`config.mk`:
```
export PLATFORM = sky130hd
export DESIGN_NAME = list_accum_engine_flat
export DESIGN_NICKNAME = d
export VERILOG_FILES = /design/src/rtl/list_accum_engine_pkg.sv /design/src/rtl/list_accum_engine_if.sv /design/src/rtl/list_accum_engine_node_ram.sv /design/src/rtl/list_accum_engine.sv /design/src/flat_wrapper.sv
export SDC_FILE = /design/constraint.sdc
export NUM_CORES = 1
export LEC_CHECK = 0
export CAP_MARGIN = 20
export CORE_ASPECT_RATIO = 2
export CORE_UTILIZATION = 40
export CTS_CLUSTER_DIAMETER = 100
export DETAILED_ROUTE_END_ITERATION = 8
export GPL_ROUTABILITY_DRIVEN = 0
export MAX_ROUTING_LAYER = met4
export PLACE_DENSITY = 0.63
export SYNTH_ARGS = -nofsm -noshare
export SYNTH_HDL_FRONTEND = slang
export SYNTH_HIERARCHICAL = 1
export SYNTH_SLANG_ARGS = --single-unit
```
`constraint.sdc`:
```
create_clock -name clk -period 2.6 [get_ports clk]
set_clock_uncertainty 0.05 [all_clocks]
set_input_delay 0.78 -clock clk [delete_from_list [all_inputs] [get_ports clk]]
set_output_delay 0.78 -clock clk [all_outputs]
set_load 0.1 [all_outputs]
```
`src/rtl/list_accum_engine_pkg.sv`:
```
// ============================================================================
// list_accum_engine_pkg
//   Shared types for the linked-list reduction engine: modes, FSM states and
//   the list terminator.
//   Revision: 1.0
// ============================================================================
`default_nettype none

package list_accum_engine_pkg;

  typedef enum logic [1:0] {
    MODE_SUM   = 2'd0,
    MODE_COUNT = 2'd1,
    MODE_MAX   = 2'd2,
    MODE_MIN   = 2'd3
  } mode_e;

  typedef enum logic [1:0] {
    ST_IDLE  = 2'd0,
    ST_FETCH = 2'd1,
    ST_ACC   = 2'd2,
    ST_DONE  = 2'd3
  } state_e;

  // A next field equal to this address terminates the list.
  localparam int unsigned NIL_ADDR = 0;

endpackage

`default_nettype wire

```
`src/rtl/list_accum_engine_if.sv`:
```
// ============================================================================
// list_accum_engine_if
//   Control, node-load and result bundle between the board top and the engine.
//   Revision: 1.0
// ============================================================================
`default_nettype none

interface list_accum_engine_if
  import list_accum_engine_pkg::*;
#(
  parameter int DATA_W = 8,
  parameter int ADDR_W = 4
);

  logic                     step_en;
  logic                     start;
  mode_e                    mode;
  logic [ADDR_W-1:0]        head;
  logic                     wr_en;
  logic [ADDR_W-1:0]        wr_addr;
  logic [DATA_W-1:0]        wr_value;
  logic [ADDR_W-1:0]        wr_next;
  logic                     busy;
  logic                     done;
  logic                     err_loop;
  logic [DATA_W+ADDR_W-1:0] result;

  modport master (
    output step_en, start, mode, head, wr_en, wr_addr, wr_value, wr_next,
    input  busy, done, err_loop, result
  );

  modport slave (
    input  step_en, start, mode, head, wr_en, wr_addr, wr_value, wr_next,
    output busy, done, err_loop, result
  );

endinterface

`default_nettype wire

```
`src/rtl/list_accum_engine_node_ram.sv`:
```
// ============================================================================
// list_node_ram
//   DEPTH x (value,next) node store: one synchronous write port and one
//   synchronous read port. Contents are deliberately not reset.
//   Revision: 1.0
// ============================================================================
`default_nettype none

module list_node_ram #(
  parameter int DATA_W = 8,
  parameter int ADDR_W = 4
) (
  input  wire logic                     clk,
  input  wire logic                     wr_en_i,
  input  wire logic [ADDR_W-1:0]        wr_addr_i,
  input  wire logic [DATA_W+ADDR_W-1:0] wr_data_i,
  input  wire logic                     rd_en_i,
  input  wire logic [ADDR_W-1:0]        rd_addr_i,
  output logic      [DATA_W+ADDR_W-1:0] rd_data_o
);

  localparam int DEPTH = 2 ** ADDR_W;
  localparam int WORD_W = DATA_W + ADDR_W;

  logic [WORD_W-1:0] mem_q [DEPTH];
  logic [WORD_W-1:0] rd_data_q;

  // Read data is held between reads so a stalled walk keeps its node.
  always_ff @(posedge clk) begin
    if (wr_en_i) begin
      mem_q[wr_addr_i] <= wr_data_i;
    end
    if (rd_en_i) begin
      rd_data_q <= mem_q[rd_addr_i];
    end
  end

  assign rd_data_o = rd_data_q;

endmodule

`default_nettype wire

```
`src/rtl/list_accum_engine.sv`:
```
// ============================================================================
// list_accum_engine
//   Walks a linked list in the node RAM from a programmable head and reduces
//   node values (SUM/COUNT/MAX/MIN), with a visited-node guard against loops.
//   Revision: 1.0
// ============================================================================
`default_nettype none

module list_accum_engine
  import list_accum_engine_pkg::*;
#(
  parameter int DATA_W    = 8,
  parameter int ADDR_W    = 4,
  parameter int MAX_NODES = 2 ** ADDR_W
) (
  input wire logic                   clk,
  input wire logic                   rst,
  list_accum_engine_if.slave         bus
);

  localparam int RES_W = DATA_W + ADDR_W;
  localparam int CNT_W = $clog2(MAX_NODES + 1);

  state_e             state_q;
  mode_e              mode_q;
  logic [ADDR_W-1:0]  ptr_q;
  logic [CNT_W-1:0]   cnt_q;
  logic [RES_W-1:0]   acc_q;
  logic [RES_W-1:0]   result_q;
  logic               busy_q;
  logic               done_q;
  logic               err_loop_q;

  logic [CNT_W-1:0]   cnt_d;
  logic [RES_W-1:0]   acc_d;
  logic [RES_W-1:0]   acc_init;
  logic [RES_W-1:0]   node_val_ext;
  logic [ADDR_W-1:0]  node_next;
  logic [RES_W-1:0]   rd_data;
  logic               ram_wr_en;
  logic               ram_rd_en;

  // Writes are dropped, not queued, while a walk is in flight.
  assign ram_wr_en = bus.wr_en && !busy_q;
  assign ram_rd_en = (state_q == ST_FETCH) && bus.step_en;

  list_node_ram #(
    .DATA_W (DATA_W),
    .ADDR_W (ADDR_W)
  ) u_node_ram (
    .clk       (clk),
    .wr_en_i   (ram_wr_en),
    .wr_addr_i (bus.wr_addr),
    .wr_data_i ({bus.wr_value, bus.wr_next}),
    .rd_en_i   (ram_rd_en),
    .rd_addr_i (ptr_q),
    .rd_data_o (rd_data)
  );

  assign node_val_ext = RES_W'(rd_data[RES_W-1 -: DATA_W]);
  assign node_next    = rd_data[ADDR_W-1:0];
  assign acc_init     = (bus.mode == MODE_MIN) ? {RES_W{1'b1}} : '0;

  always_comb begin
    cnt_d = cnt_q + CNT_W'(1);
    acc_d = acc_q;
    case (mode_q)
      MODE_SUM:   acc_d = acc_q + node_val_ext;
      MODE_COUNT: acc_d = acc_q + RES_W'(1);
      MODE_MAX:   acc_d = (node_val_ext > acc_q) ? node_val_ext : acc_q;
      MODE_MIN:   acc_d = (node_val_ext < acc_q) ? node_val_ext : acc_q;
      default:    acc_d = acc_q;
    endcase
  end

  // Result and done are registered on the ACC->DONE edge so both are valid
  // during the single DONE cycle.
  always_ff @(posedge clk) begin
    if (rst) begin
      state_q    <= ST_IDLE;
      mode_q     <= MODE_SUM;
      ptr_q      <= '0;
      cnt_q      <= '0;
      acc_q      <= '0;
      result_q   <= '0;
      busy_q     <= 1'b0;
      done_q     <= 1'b0;
      err_loop_q <= 1'b0;
    end else begin
      case (state_q)
        ST_IDLE: begin
          if (bus.step_en && bus.start) begin
            mode_q     <= bus.mode;
            ptr_q      <= bus.head;
            cnt_q      <= '0;
            acc_q      <= acc_init;
            err_loop_q <= 1'b0;
            busy_q     <= 1'b1;
            state_q    <= ST_FETCH;
          end
        end
        ST_FETCH: begin
          if (bus.step_en) begin
            state_q <= ST_ACC;
          end
        end
        ST_ACC: begin
          if (bus.step_en) begin
            acc_q <= acc_d;
            cnt_q <= cnt_d;
            if (node_next == ADDR_W'(NIL_ADDR)) begin
              result_q <= acc_d;
              done_q   <= 1'b1;
              state_q  <= ST_DONE;
            end else if (cnt_d == CNT_W'(MAX_NODES)) begin
              result_q   <= acc_d;
              done_q     <= 1'b1;
              err_loop_q <= 1'b1;
              state_q    <= ST_DONE;
            end else begin
              ptr_q   <= node_next;
              state_q <= ST_FETCH;
            end
          end
        end
        ST_DONE: begin
          done_q  <= 1'b0;
          busy_q  <= 1'b0;
          state_q <= ST_IDLE;
        end
        default: state_q <= ST_IDLE;
      endcase
    end
  end

  assign bus.busy     = busy_q;
  assign bus.done     = done_q;
  assign bus.err_loop = err_loop_q;
  assign bus.result   = result_q;

endmodule

`default_nettype wire
```
`src/flat_wrapper.sv`:
```
// flat-port wrapper written by rule: the top's interface ports become plain ports
module list_accum_engine_flat import list_accum_engine_pkg::*;
#(
  parameter int DATA_W    = 8,
  parameter int ADDR_W    = 4,
  parameter int MAX_NODES = 2 ** ADDR_W
)
  (clk, rst, bus_step_en, bus_start, bus_mode, bus_head, bus_wr_en, bus_wr_addr, bus_wr_value, bus_wr_next, bus_busy, bus_done, bus_err_loop, bus_result);
  list_accum_engine_if #(.DATA_W(DATA_W), .ADDR_W(ADDR_W)) bus_i ();
  input wire logic clk;
  input wire logic rst;
  input wire logic [$bits(bus_i.step_en)-1:0] bus_step_en;
  input wire logic [$bits(bus_i.start)-1:0] bus_start;
  input wire logic [$bits(bus_i.mode)-1:0] bus_mode;
  input wire logic [$bits(bus_i.head)-1:0] bus_head;
  input wire logic [$bits(bus_i.wr_en)-1:0] bus_wr_en;
  input wire logic [$bits(bus_i.wr_addr)-1:0] bus_wr_addr;
  input wire logic [$bits(bus_i.wr_value)-1:0] bus_wr_value;
  input wire logic [$bits(bus_i.wr_next)-1:0] bus_wr_next;
  output wire logic [$bits(bus_i.busy)-1:0] bus_busy;
  output wire logic [$bits(bus_i.done)-1:0] bus_done;
  output wire logic [$bits(bus_i.err_loop)-1:0] bus_err_loop;
  output wire logic [$bits(bus_i.result)-1:0] bus_result;
  assign bus_i.step_en = bus_step_en;
  assign bus_i.start = bus_start;
  assign bus_i.mode = bus_mode;
  assign bus_i.head = bus_head;
  assign bus_i.wr_en = bus_wr_en;
  assign bus_i.wr_addr = bus_wr_addr;
  assign bus_i.wr_value = bus_wr_value;
  assign bus_i.wr_next = bus_wr_next;
  assign bus_busy = bus_i.busy;
  assign bus_done = bus_i.done;
  assign bus_err_loop = bus_i.err_loop;
  assign bus_result = bus_i.result;
  list_accum_engine #(.DATA_W(DATA_W), .ADDR_W(ADDR_W), .MAX_NODES(MAX_NODES)) u_core (.clk(clk), .rst(rst), .bus(bus_i));
endmodule
```
==> PnR_summary.wiki, run 1 <==
{| class="wikitable"
! Metric !! Value
|-
| Outcome || finished, violations left
|-
| Violated checks || negative setup slack
|-
| EDFF count, synth || 204
|-
| Vertical extent of the die || 231 um
|-
| Average vias per placed instance || 5.55
|-
| Non-Filler Instances || 1150
|-
| Overall global routing resource usage || 0.187
|-
| H-tree depth || 1
|-
| Clock Sinks || 244
|-
| Largest net degree at the start of global routing || 40
|-
| Fill cell count || 2160
|-
| Final WL || 23800 um
|-
| Setup slack, reg-to-reg || -0.05 ns
|-
| Horizontal extent of the die || 116 um
|-
| Leakage power summed over all cells || 4.36 nW
|-
| Summed instance area of the synthesized netlist || 10500 um2
|-
| Detailed-placement wirelength estimate || 16900 um
|-
| Global-route wire length before repair || 36000 um
|-
| Number of antenna violations at the first check in global routing || 0
|-
| Power consumption || 8.20 mW
|-
| Power dissipated by switching net loads || 1.79 mW
|-
| Synthesized instance count || 669
|-
| DRT iter0 DRCs || 443
|-
| Delay of the slowest cell on the worst path || 0.39 ns
|-
| Setup repair after global routing missed its margin || yes
|-
| Total Die Area || 26800 um2
|-
| Category of the worst setup path capture point || register
|-
| Rows || 83
|-
| Share of the core filled with cells in the final layout || 0.497
|-
| Sequential share of power || 0.529
|-
| Power Dens Cells || 644 nW/um2
|-
| Slowest cell on crit path || sky130_fd_sc_hd__fa_2
|-
| Share of flip-flops with an asynchronous set or reset || 0
|-
| Slew HR || 0.588
|-
| Antenna-violating nets left || 0
|-
| Nets in the synthesized netlist || 714
|-
| Buffers added on ports || 41
|-
| Pre-antenna DRT Iters || 4
|-
| Clk network pwr share || 0.384
|-
| Clock latency on the worst-skew pair || 0.52 ns
|-
| Final min period || 2.65 ns
|-
| Required time at the endpoint of the critical path || 2.94 ns
|-
| Cell internal power dissipation || 6.41 mW
|-
| Total number of nets in the final design || 842
|-
| Total CTS buffers || 21
|-
| Layout cells sized above 1 || 0.275
|-
| Switching part of the total || 0.218
|-
| Number of global-route vias before repair || 6746
|-
| Register bit count reported by yosys || 244
|-
| Routed vias || 6381
|-
| Clock input transition at the sequential cells of the worst setup and hold paths || 0.07 ns
|-
| Final global-route overflow total || 0
|-
| Highest clock rate || 378 MHz
|-
| Post-Synthesis Mean Instance Area || 15.6 um2
|-
| Post-route worst setup slack || -0.0471 ns
|-
| Combinational share of power || 0.086
|-
| Maximum Capacitance Violations || 0
|-
| Average detailed-routed wire length per instance || 20.7 um
|-
| Sequential cell area || 6930 um2
|-
| Category of the critical setup timing path || reg -> reg
|-
| Area growth from synthesis to final layout || 21.9%
|-
| Starting density of the core || 0.408
|-
| Max FO, Critical Path || 8
|-
| Crit-path cells || inv_2 -> nand2_4 -> nand2_4 -> ha_4 -> inv_2 -> fa_2 -> nor2b_2 -> o211ai_1 -> a21boi_2 -> buf_4 -> o31ai_2 -> xnor2_1 -> a221oi_1 -> nor2_1
|-
| Count of placed standard cells including taps || 1104
|-
| Yosys warning count || 6
|-
| Area of the multi-input gates || 3470 um2
|-
| WP data arrival || 2.99 ns
|-
| Main synth FF type || sky130_fd_sc_hd__edfxtp_1
|-
| Number of pins exceeding their max-slew limit in the final report || 0
|-
| Area of the core || 25700 um2
|-
| Portion of the clock cycle consumed by the worst path in the final layout || 1.02
|-
| Share of synthesized area occupied by flip-flops and latches || 0.662
|-
| Root buf cell || sky130_fd_sc_hd__clkbuf_16
|-
| Slew of the pin with the lowest slew margin || 0.617 ns
|-
| IO Pins || 42
|-
| Hold Fails Final Rpt || 0
|-
| Clock tree from TritonCTS || done
|-
| Pre-CTS WS || -0.138 ns
|-
| Final antenna diode count || 0
|-
| Setup-failing EPs final || 3
|-
| Worst min-delay path class || reg -> reg
|-
| Drt drc || 0
|-
| Number of library cell types mapped by synthesis || 68
|-
| Maximum VDD drop || 0.354 mV
|-
| Maximum buffer depth of the clock tree || 3
|-
| Type of origin of the critical path || register
|}
power by group through the flow:
stage / logic (mW) / registers (mW) / clock network (mW)
global placement: 0.658 / 4.42 / 0
detailed placement: 0.676 / 4.43 / 0
global route: 0.762 / 4.35 / 3.34
CTS: 0.683 / 4.34 / 3.23
floorplan: 0.402 / 4.41 / 0
finish: 0.708 / 4.34 / 3.15
path summary, 6_finish.rpt:
check,start,endpoint,cells past startpoint
max,u_core/mode_q[1],u_core/acc_q[10],14
min,u_core/bus.result[3],u_core/bus.result[3],2
max reg2reg,u_core/mode_q[1],u_core/acc_q[10],14
min reg2reg,u_core/bus.result[3],u_core/bus.result[3],2
per-stage QoR:
| step | area [um2] | TNS, ns | hold slack [ns] |
|---|---|---|---|
| global route | 12700 | -0.997 | 0.478 |
| global placement | 11800 | -1.77 | 0.430 |
| CTS | 12600 | 0 | 0.457 |
| detailed placement | 11800 | -2.64 | 0.444 |
| finish | 12700 | -0.118 | 0.453 |
| floorplan | 10500 | 0 | 0.416 |
critical path, delay by kind of cell, from the launching register on:
| family | cells | cell delay (ns) |
|---|---|---|
| flip-flops | 1 | 0.33 |
| buffers and inverters | 3 | 0.27 |
| XOR/XNOR | 1 | 0.14 |
| AO/OA/AOI/OAI | 4 | 0.80 |
| adder cells (fa/ha/maj) | 2 | 0.52 |
| AND/OR/NAND/NOR | 4 | 0.40 |
timing repair:
item	CTS	global route
hold buffers	0	0
gates resized for setup	8	29
cloned	0	0
setup endpoints to repair	5	14
buffers inserted	0	11
pin swaps	1	11
sequential cells by signal, indices dropped and copies added (netlist names):
name and flops:
u_core/bus.result 12, u_core/u_node_ram/rd_data_o 12, u_core/cnt_q 5, u_core/mode_q 2, u_core/ptr_q 4, u_core/state_q 2, u_core/bus.done 1, u_core/bus.err_loop 1
u_core/acc_q 12, u_core/u_node_ram/mem_q 192, u_core/bus.busy 1
Yosys cell counts, types with 11 or more instances:
cell type                    n  area [um2]
sky130_fd_sc_hd__a22oi_1    28         210
sky130_fd_sc_hd__o21ai_0    13        65.1
sky130_fd_sc_hd__ha_1       17         213
sky130_fd_sc_hd__inv_1      13        48.8
sky130_fd_sc_hd__nor3_1     11        55.1
sky130_fd_sc_hd__edfxtp_1  204        6130
sky130_fd_sc_hd__nand2_1    46         173
sky130_fd_sc_hd__a21oi_1    29         145
sky130_fd_sc_hd__clkbuf_1   15        56.3
sky130_fd_sc_hd__mux4_2     33         743
sky130_fd_sc_hd__mux4_1     15         394
sky130_fd_sc_hd__dfxtp_1    40         801
sky130_fd_sc_hd__nor2_1     48         180
metal layers:
metal	routed length [um]	up-vias	global-route usage
li1	-	2911	-
met1	8100	3207	0.175
met2	13700	185	0.352
met3	786	78	0.0249
met4	1190	0	0.103
met5	0	-	-
cell type report:
class / count / share of cell area
flip-flops and latches: 244 / 0.544
multi-input cells: 379 / 0.272
repair buffers: 136 / 0.0931
clock buffers: 22 / 0.0415
well taps: 340 / 0.0334
clock inverters: 14 / 0.0120
inverters: 15 / 0.00442
cells in the final DEF (no fill, tap or decap), drive strengths merged, types with 9 or more instances in the layout:
master         synthesis  layout
clkdlybuf4s50          0      26
nand3                  9       9
clkbuf                16      22
nor3                  12      12
edfxtp               204     204
nand2                 46      46
o21ai                 15      15
dfxtp                 40      40
mux2i                 10      10
inv                   13      15
ha                    17      17
a21oi                 30      30
and2                   9       9
mux4                  48      48
buf                   15     110
a22oi                 28      28
clkinv                 2       9
nor2                  48      48
cells by family (layout without fill, tap and decap cells):
| kind of cell | after synthesis | count (layout) | share of synthesized area |
|---|---|---|---|
| flip-flops | 244 | 244 | 0.662 |
| multiplexers | 66 | 66 | 0.127 |
| AND/OR/NAND/NOR | 162 | 162 | 0.0762 |
| XOR/XNOR | 10 | 10 | 0.00837 |
| buffers and inverters | 46 | 187 | 0.0230 |
| AO/OA/AOI/OAI | 123 | 123 | 0.0805 |
| adder cells (fa/ha/maj) | 18 | 18 | 0.0223 |
(Power assumes the default switching activity.)
==> run 2, diff against run 1 <==
Settings changed: SLEW_MARGIN from default to 20.
==> results of run 2 <==
Same layout as run 1: the final DEF is identical, and so are final timing and power.
==> run 3, diff against run 2 <==
Settings changed: CAP_MARGIN 20 to 30.
==> results of run 3 <==
Same layout as run 1: the final DEF is identical, and so are final timing and power.
==> RTL change 1 (flow settings as in run 1) <==
Encoding of `state_e`: now one-hot (4 bits for 4 states).
--- a/src/rtl/list_accum_engine_pkg.sv
+++ b/src/rtl/list_accum_engine_pkg.sv
@@ -17,7 +17,7 @@
 
-  typedef enum logic [1:0] {
-    ST_IDLE  = 2'd0,
-    ST_FETCH = 2'd1,
-    ST_ACC   = 2'd2,
-    ST_DONE  = 2'd3
+  typedef enum logic [3:0] {
+    ST_IDLE  = 4'b0001,
+    ST_FETCH = 4'b0010,
+    ST_ACC   = 4'b0100,
+    ST_DONE  = 4'b1000
   } state_e;
Check against the original RTL: no difference found for any inputs over 4 cycles, from zero or initial values and one cycle with rst high; so few cycles prove little.
==> RTL change 1 against run 1 <==
  * Area after synthesis increased by 1.1%
  * Worst hold slack got worse by 0.022 ns
  * Sequential cell count grew 2
  * Sequential share of layout area grew 0.17 points
  * Routed wire length is 2.9% higher
  * First-iteration DRC count fell by 9.3%
  * Cell area increased by 0.34%
  * Total power rose by 4.9%
  * Worst setup slack better by 0.12 ns
  * Largest cell class unchanged
==> RTL change 1: results (changes against run 1) <==
<table>
<tr><th>Metric</th><th>Value</th></tr>
<tr><th colspan="2">Power</th></tr>
<tr><td>VDD IR-drop max</td><td>0.000366 V (+3.3%)</td></tr>
<tr><td>Total leakage power</td><td>4.29 nW (-1.6%)</td></tr>
<tr><td>Power density over the cells</td><td>673 nW/um2 (+4.5%)</td></tr>
<tr><th colspan="2">Global routing</th></tr>
<tr><td>Grt met2 use</td><td>0.364 (+0.0128)</td></tr>
<tr><td>Met3 capacity usage during global routing</td><td>0.0232 (-0.00171)</td></tr>
<tr><td>Met1 GRT Util</td><td>0.184 (+0.00897)</td></tr>
<tr><td>Maximum number of pins on one net before global-route repair</td><td>50 (+25%)</td></tr>
<tr><td>Vias in the first global route</td><td>6798 (+0.77%)</td></tr>
<tr><td>Global-route wire length before repair</td><td>37300 um (+3.4%)</td></tr>
<tr><th colspan="2">STA</th></tr>
<tr><td>Hold Worst Slack</td><td>0.431 ns (-0.0221 ns)</td></tr>
<tr><th colspan="2">Final layout</th></tr>
<tr><td>Fillers</td><td>2185 (+1.2%)</td></tr>
<tr><td>Non-Clock Buffer Count</td><td>117 (-14%)</td></tr>
<tr><td>Multi-input gate count</td><td>394 (+4.0%)</td></tr>
<tr><td>Fraction of area in multi-input gates</td><td>0.276 (+0.00396)</td></tr>
<tr><td>Fraction of cell area in non-clock buffers</td><td>0.0819 (-0.0112)</td></tr>
<tr><th colspan="2">Worst hold path</th></tr>
<tr><td>Hold-critical path endpoint</td><td>u_core/bus.result[4]</td></tr>
<tr><th colspan="2">Synth</th></tr>
<tr><td>Top cells by instance count after synthesis</td><td>sky130_fd_sc_hd__edfxtp_1, sky130_fd_sc_hd__nor2_1, sky130_fd_sc_hd__nand2_1</td></tr>
<tr><td>Sequential-to-total area share from yosys stat</td><td>0.659 (-0.00335)</td></tr>
<tr><td>Total nets after synthesis</td><td>731 (+2.4%)</td></tr>
<tr><th colspan="2">Placed design</th></tr>
<tr><td>Minimum setup slack after placement</td><td>-0.117 ns (+0.0209 ns)</td></tr>
<tr><td>Cell area after placement</td><td>11900 um2 (+0.27%)</td></tr>
<tr><td>Detailed Place HPWL</td><td>17600 um (+4.1%)</td></tr>
<tr><th colspan="2">Detailed routing</th></tr>
<tr><td>Average wire per cell in the routed design</td><td>21.3 um (+2.9%)</td></tr>
<tr><td>Drt first pass iters</td><td>5 (+1)</td></tr>
<tr><th colspan="2">Critical path</th></tr>
<tr><td>Register-to-Register Path Depth</td><td>9 (-5)</td></tr>
<tr><th colspan="2">Outcome</th></tr>
<tr><td>Outcome</td><td>completed</td></tr>
</table>
[RTL change 1: cells by family after synthesis]
family	after synthesis	share of synthesized area
flip-flops	246	0.659
adder cells (fa/ha/maj)	18	0.0220
buffers and inverters	46	0.0227
multiplexers	64	0.124
XOR/XNOR	7	0.00580
AND/OR/NAND/NOR	171	0.0779
AO/OA/AOI/OAI	134	0.0884
[RTL change 1: worst reg2reg max path, delay by kind of cell, from the launching register on]
family,cells,cell delay (ns)
AO/OA/AOI/OAI,4,0.69
flip-flops,1,0.50
AND/OR/NAND/NOR,2,0.43
multiplexers,1,0.35
adder cells (fa/ha/maj),1,0.32
buffers and inverters,1,0.08
[RTL change 1: report_power, final]
part	leakage, nW	switching, mW	internal, mW
Clock	0.361	1.43	1.98
Sequential	2.18	0.0504	4.33
Combinational	1.74	0.446	0.378
[RTL change 1: repair_timing]
action,CTS,global route
gates cloned,0,0
endpoints found under the setup margin,11,19
resized for setup,4,28
pin swaps,2,4
setup buffers,1,1
==> RTL change 2 (flow settings as in run 1) <==
Made on the original files. `DATA_W` is set to 8 in 4 places; all go to 9.
--- a/src/rtl/list_accum_engine_if.sv
+++ b/src/rtl/list_accum_engine_if.sv
@@ -10,3 +10,3 @@
 #(
-  parameter int DATA_W = 8,
+  parameter int DATA_W = 9,
   parameter int ADDR_W = 4
--- a/src/rtl/list_accum_engine_node_ram.sv
+++ b/src/rtl/list_accum_engine_node_ram.sv
@@ -9,3 +9,3 @@
 module list_node_ram #(
-  parameter int DATA_W = 8,
+  parameter int DATA_W = 9,
   parameter int ADDR_W = 4
--- a/src/rtl/list_accum_engine.sv
+++ b/src/rtl/list_accum_engine.sv
@@ -11,3 +11,3 @@
 #(
-  parameter int DATA_W    = 8,
+  parameter int DATA_W    = 9,
   parameter int ADDR_W    = 4,
--- a/src/flat_wrapper.sv
+++ b/src/flat_wrapper.sv
@@ -3,3 +3,3 @@
 #(
-  parameter int DATA_W    = 8,
+  parameter int DATA_W    = 9,
   parameter int ADDR_W    = 4,
Ports: changed (resized bus_result and bus_wr_value); port bits go from 42 to 44. No check against the original RTL was run, so the function may have changed too.
==> RTL change 2 against run 1 <==
  * The flow still finishes with violations (negative setup slack)
  * Sequential cell count up 19
  * Routed wire length up 9.1%
  * Worst setup slack worse by 0.016 ns
  * Area after synthesis up 6.5%
  * Highest routed layer unchanged
  * Critical path depth down 4
  * Non-clock buffer count up 10
  * Cell area up 7.1%
  * Maximum frequency down 0.61%
  * Largest power group unchanged
  * Clock power up 7.9%
  * Total power up 11%
==> RTL change 2: results (changes against run 1) <==
<table>
<tr><th>Metric</th><th>Value</th></tr>
<tr><th colspan="2">Clock network</th></tr>
<tr><td>Number of clock buffers inserted by TritonCTS</td><td>22 (+4.8%)</td></tr>
<tr><th colspan="2">Detailed routing</th></tr>
<tr><td>Vias</td><td>6761 (+6.0%)</td></tr>
<tr><td>Drt first pass iters</td><td>5 (+1)</td></tr>
<tr><td>Average wire per cell in the routed design</td><td>21.4 um (+3.7%)</td></tr>
<tr><th colspan="2">Outcome</th></tr>
<tr><td>Outcome</td><td>finished, violations left</td></tr>
<tr><td>Failing checks</td><td>negative setup slack</td></tr>
<tr><th colspan="2">Synth</th></tr>
<tr><td>Post-synth cell types</td><td>60 (-12%)</td></tr>
<tr><td>Sequential-to-total area share from yosys stat</td><td>0.671 (+0.00903)</td></tr>
<tr><td>Total nets after synthesis</td><td>751 (+5.2%)</td></tr>
<tr><td>Arithmetic-cell share of the synthesized area counting full adders, half adders and majority gates</td><td>0.0231 (+0.000889)</td></tr>
<tr><th colspan="2">Power</th></tr>
<tr><td>Total leakage power</td><td>4.68 nW (+7.3%)</td></tr>
<tr><td>VDD IR-drop max</td><td>0.000411 V (+16%)</td></tr>
<tr><th colspan="2">Global routing</th></tr>
<tr><td>All-layer global routing usage</td><td>0.193 (+0.00664)</td></tr>
<tr><th colspan="2">Placed design</th></tr>
<tr><td>Cell area after placement</td><td>12700 um2 (+6.9%)</td></tr>
<tr><td>Minimum setup slack after placement</td><td>-0.255 ns (-0.117 ns)</td></tr>
<tr><td>Detailed Place HPWL</td><td>18400 um (+9.0%)</td></tr>
<tr><td>Count of port buffers added during placement</td><td>43 (+4.9%)</td></tr>
<tr><th colspan="2">Final layout</th></tr>
<tr><td>Fin nets</td><td>891 (+5.8%)</td></tr>
<tr><td>Layout cell share with drive strength beyond 1</td><td>0.267 (-0.00841)</td></tr>
<tr><td>Flip-flop count of the largest register after layout</td><td>208 (+8.3%)</td></tr>
<tr><td>Fillers</td><td>2337 (+8.2%)</td></tr>
<tr><th colspan="2">Critical path</th></tr>
<tr><td>Largest incremental delay on the critical path</td><td>0.53 ns (+0.14 ns)</td></tr>
<tr><td>Crit Reg-Reg Endpoint</td><td>u_core/bus.result[10]</td></tr>
<tr><th colspan="2">STA</th></tr>
<tr><td>Final critical-path setup slack</td><td>-0.0634 ns (-0.0163 ns)</td></tr>
<tr><td>Worst slew pin tran</td><td>1.05 ns (+0.435 ns)</td></tr>
<tr><td>Final-report setup violation count</td><td>1 (-2)</td></tr>
</table>
==> RTL change 2: changes by cell type in the layout (fill, tap and decap cells not counted), moves of 6 or more <==
cell,delta
sky130_fd_sc_hd__a21oi_1,+9
sky130_fd_sc_hd__clkinv_1,-6
sky130_fd_sc_hd__edfxtp_1,+17
sky130_fd_sc_hd__buf_4,+13
sky130_fd_sc_hd__nand2_1,-6
sky130_fd_sc_hd__mux4_1,+9
sky130_fd_sc_hd__o221ai_1,+6
sky130_fd_sc_hd__o22ai_1,+7
sky130_fd_sc_hd__mux2_2,-7
==> RTL change 2: repair_timing <==
item,in CTS,in global routing
resized for setup,19,21
endpoints found under the setup margin,7,21
pin swaps,10,9
endpoints found under the hold margin,0,0
gates cloned,1,0
setup buffers,3,2
==> RTL change 2: worst min path at each step <==
stage / depth (start not counted) / endpoint / slack [ns] / start
2_1_floorplan: 2 / u_core/cnt_q[1] / 0.41 / u_core/cnt_q[1]
3_3_place_gp: 2 / u_core/bus.result[8] / 0.40 / u_core/bus.result[8]
3_5_place_dp: 2 / u_core/bus.result[8] / 0.40 / u_core/bus.result[8]
4_1_cts: 2 / u_core/bus.result[8] / 0.42 / u_core/bus.result[8]
5_1_grt: 2 / u_core/cnt_q[1] / 0.46 / u_core/cnt_q[1]
6_report: 2 / u_core/bus.result[8] / 0.41 / u_core/bus.result[8]
==> RTL change 2: metrics by stage <==
stage          TNS, ns  hold WS (ns)  cells
5_1_grt         -0.765         0.463   1210
2_1_floorplan  -0.0808         0.408    703
6_report       -0.0634         0.410   1210
4_1_cts        -0.0573         0.419   1206
3_5_place_dp    -13.05         0.401   1163
3_3_place_gp     -9.33         0.395   1163
==> RTL change 2: area by class of cell <==
class                   instances  area [um2]  area share
inverters                      15        61.3     0.00449
clock inverters                11         143      0.0105
multi-input cells             395        3700       0.271
flip-flops and latches        263        7490       0.549
clock buffers                  28         594      0.0435
well taps                     352         440      0.0323
repair buffers                146        1210      0.0889
==> RTL change 2: logic make-up after synthesis <==
kind of cell,count (synthesis)
compound gates,139
xor+xnor,9
fa+ha+maj,20
buf+inv,46
flops,263
mux,62
simple gates,164
==> RTL change 2: worst register-to-register path: cells and delay by family, from the launching register on <==
kind | cells | cell delay, ns
simple gates | 3 | 0.74
flops | 1 | 0.39
fa+ha+maj | 1 | 0.21
compound gates | 5 | 1.03
buf+inv | 1 | 0.15
==> RTL change 2: where the power goes <==
part	total, mW	switching, mW	internal [mW]
Sequential	4.68	0.0387	4.64
Clock	3.40	1.47	1.93
Combinational	1.00	0.547	0.455
==> RTL change 2: layer usage <==
metal / global-route usage / up-vias / routed length [um]
met5: - / - / 0
met4: 0.116 / 0 / 1460
met3: 0.0194 / 76 / 816
met2: 0.358 / 189 / 14800
met1: 0.191 / 3391 / 8900
li1: - / 3105 / -
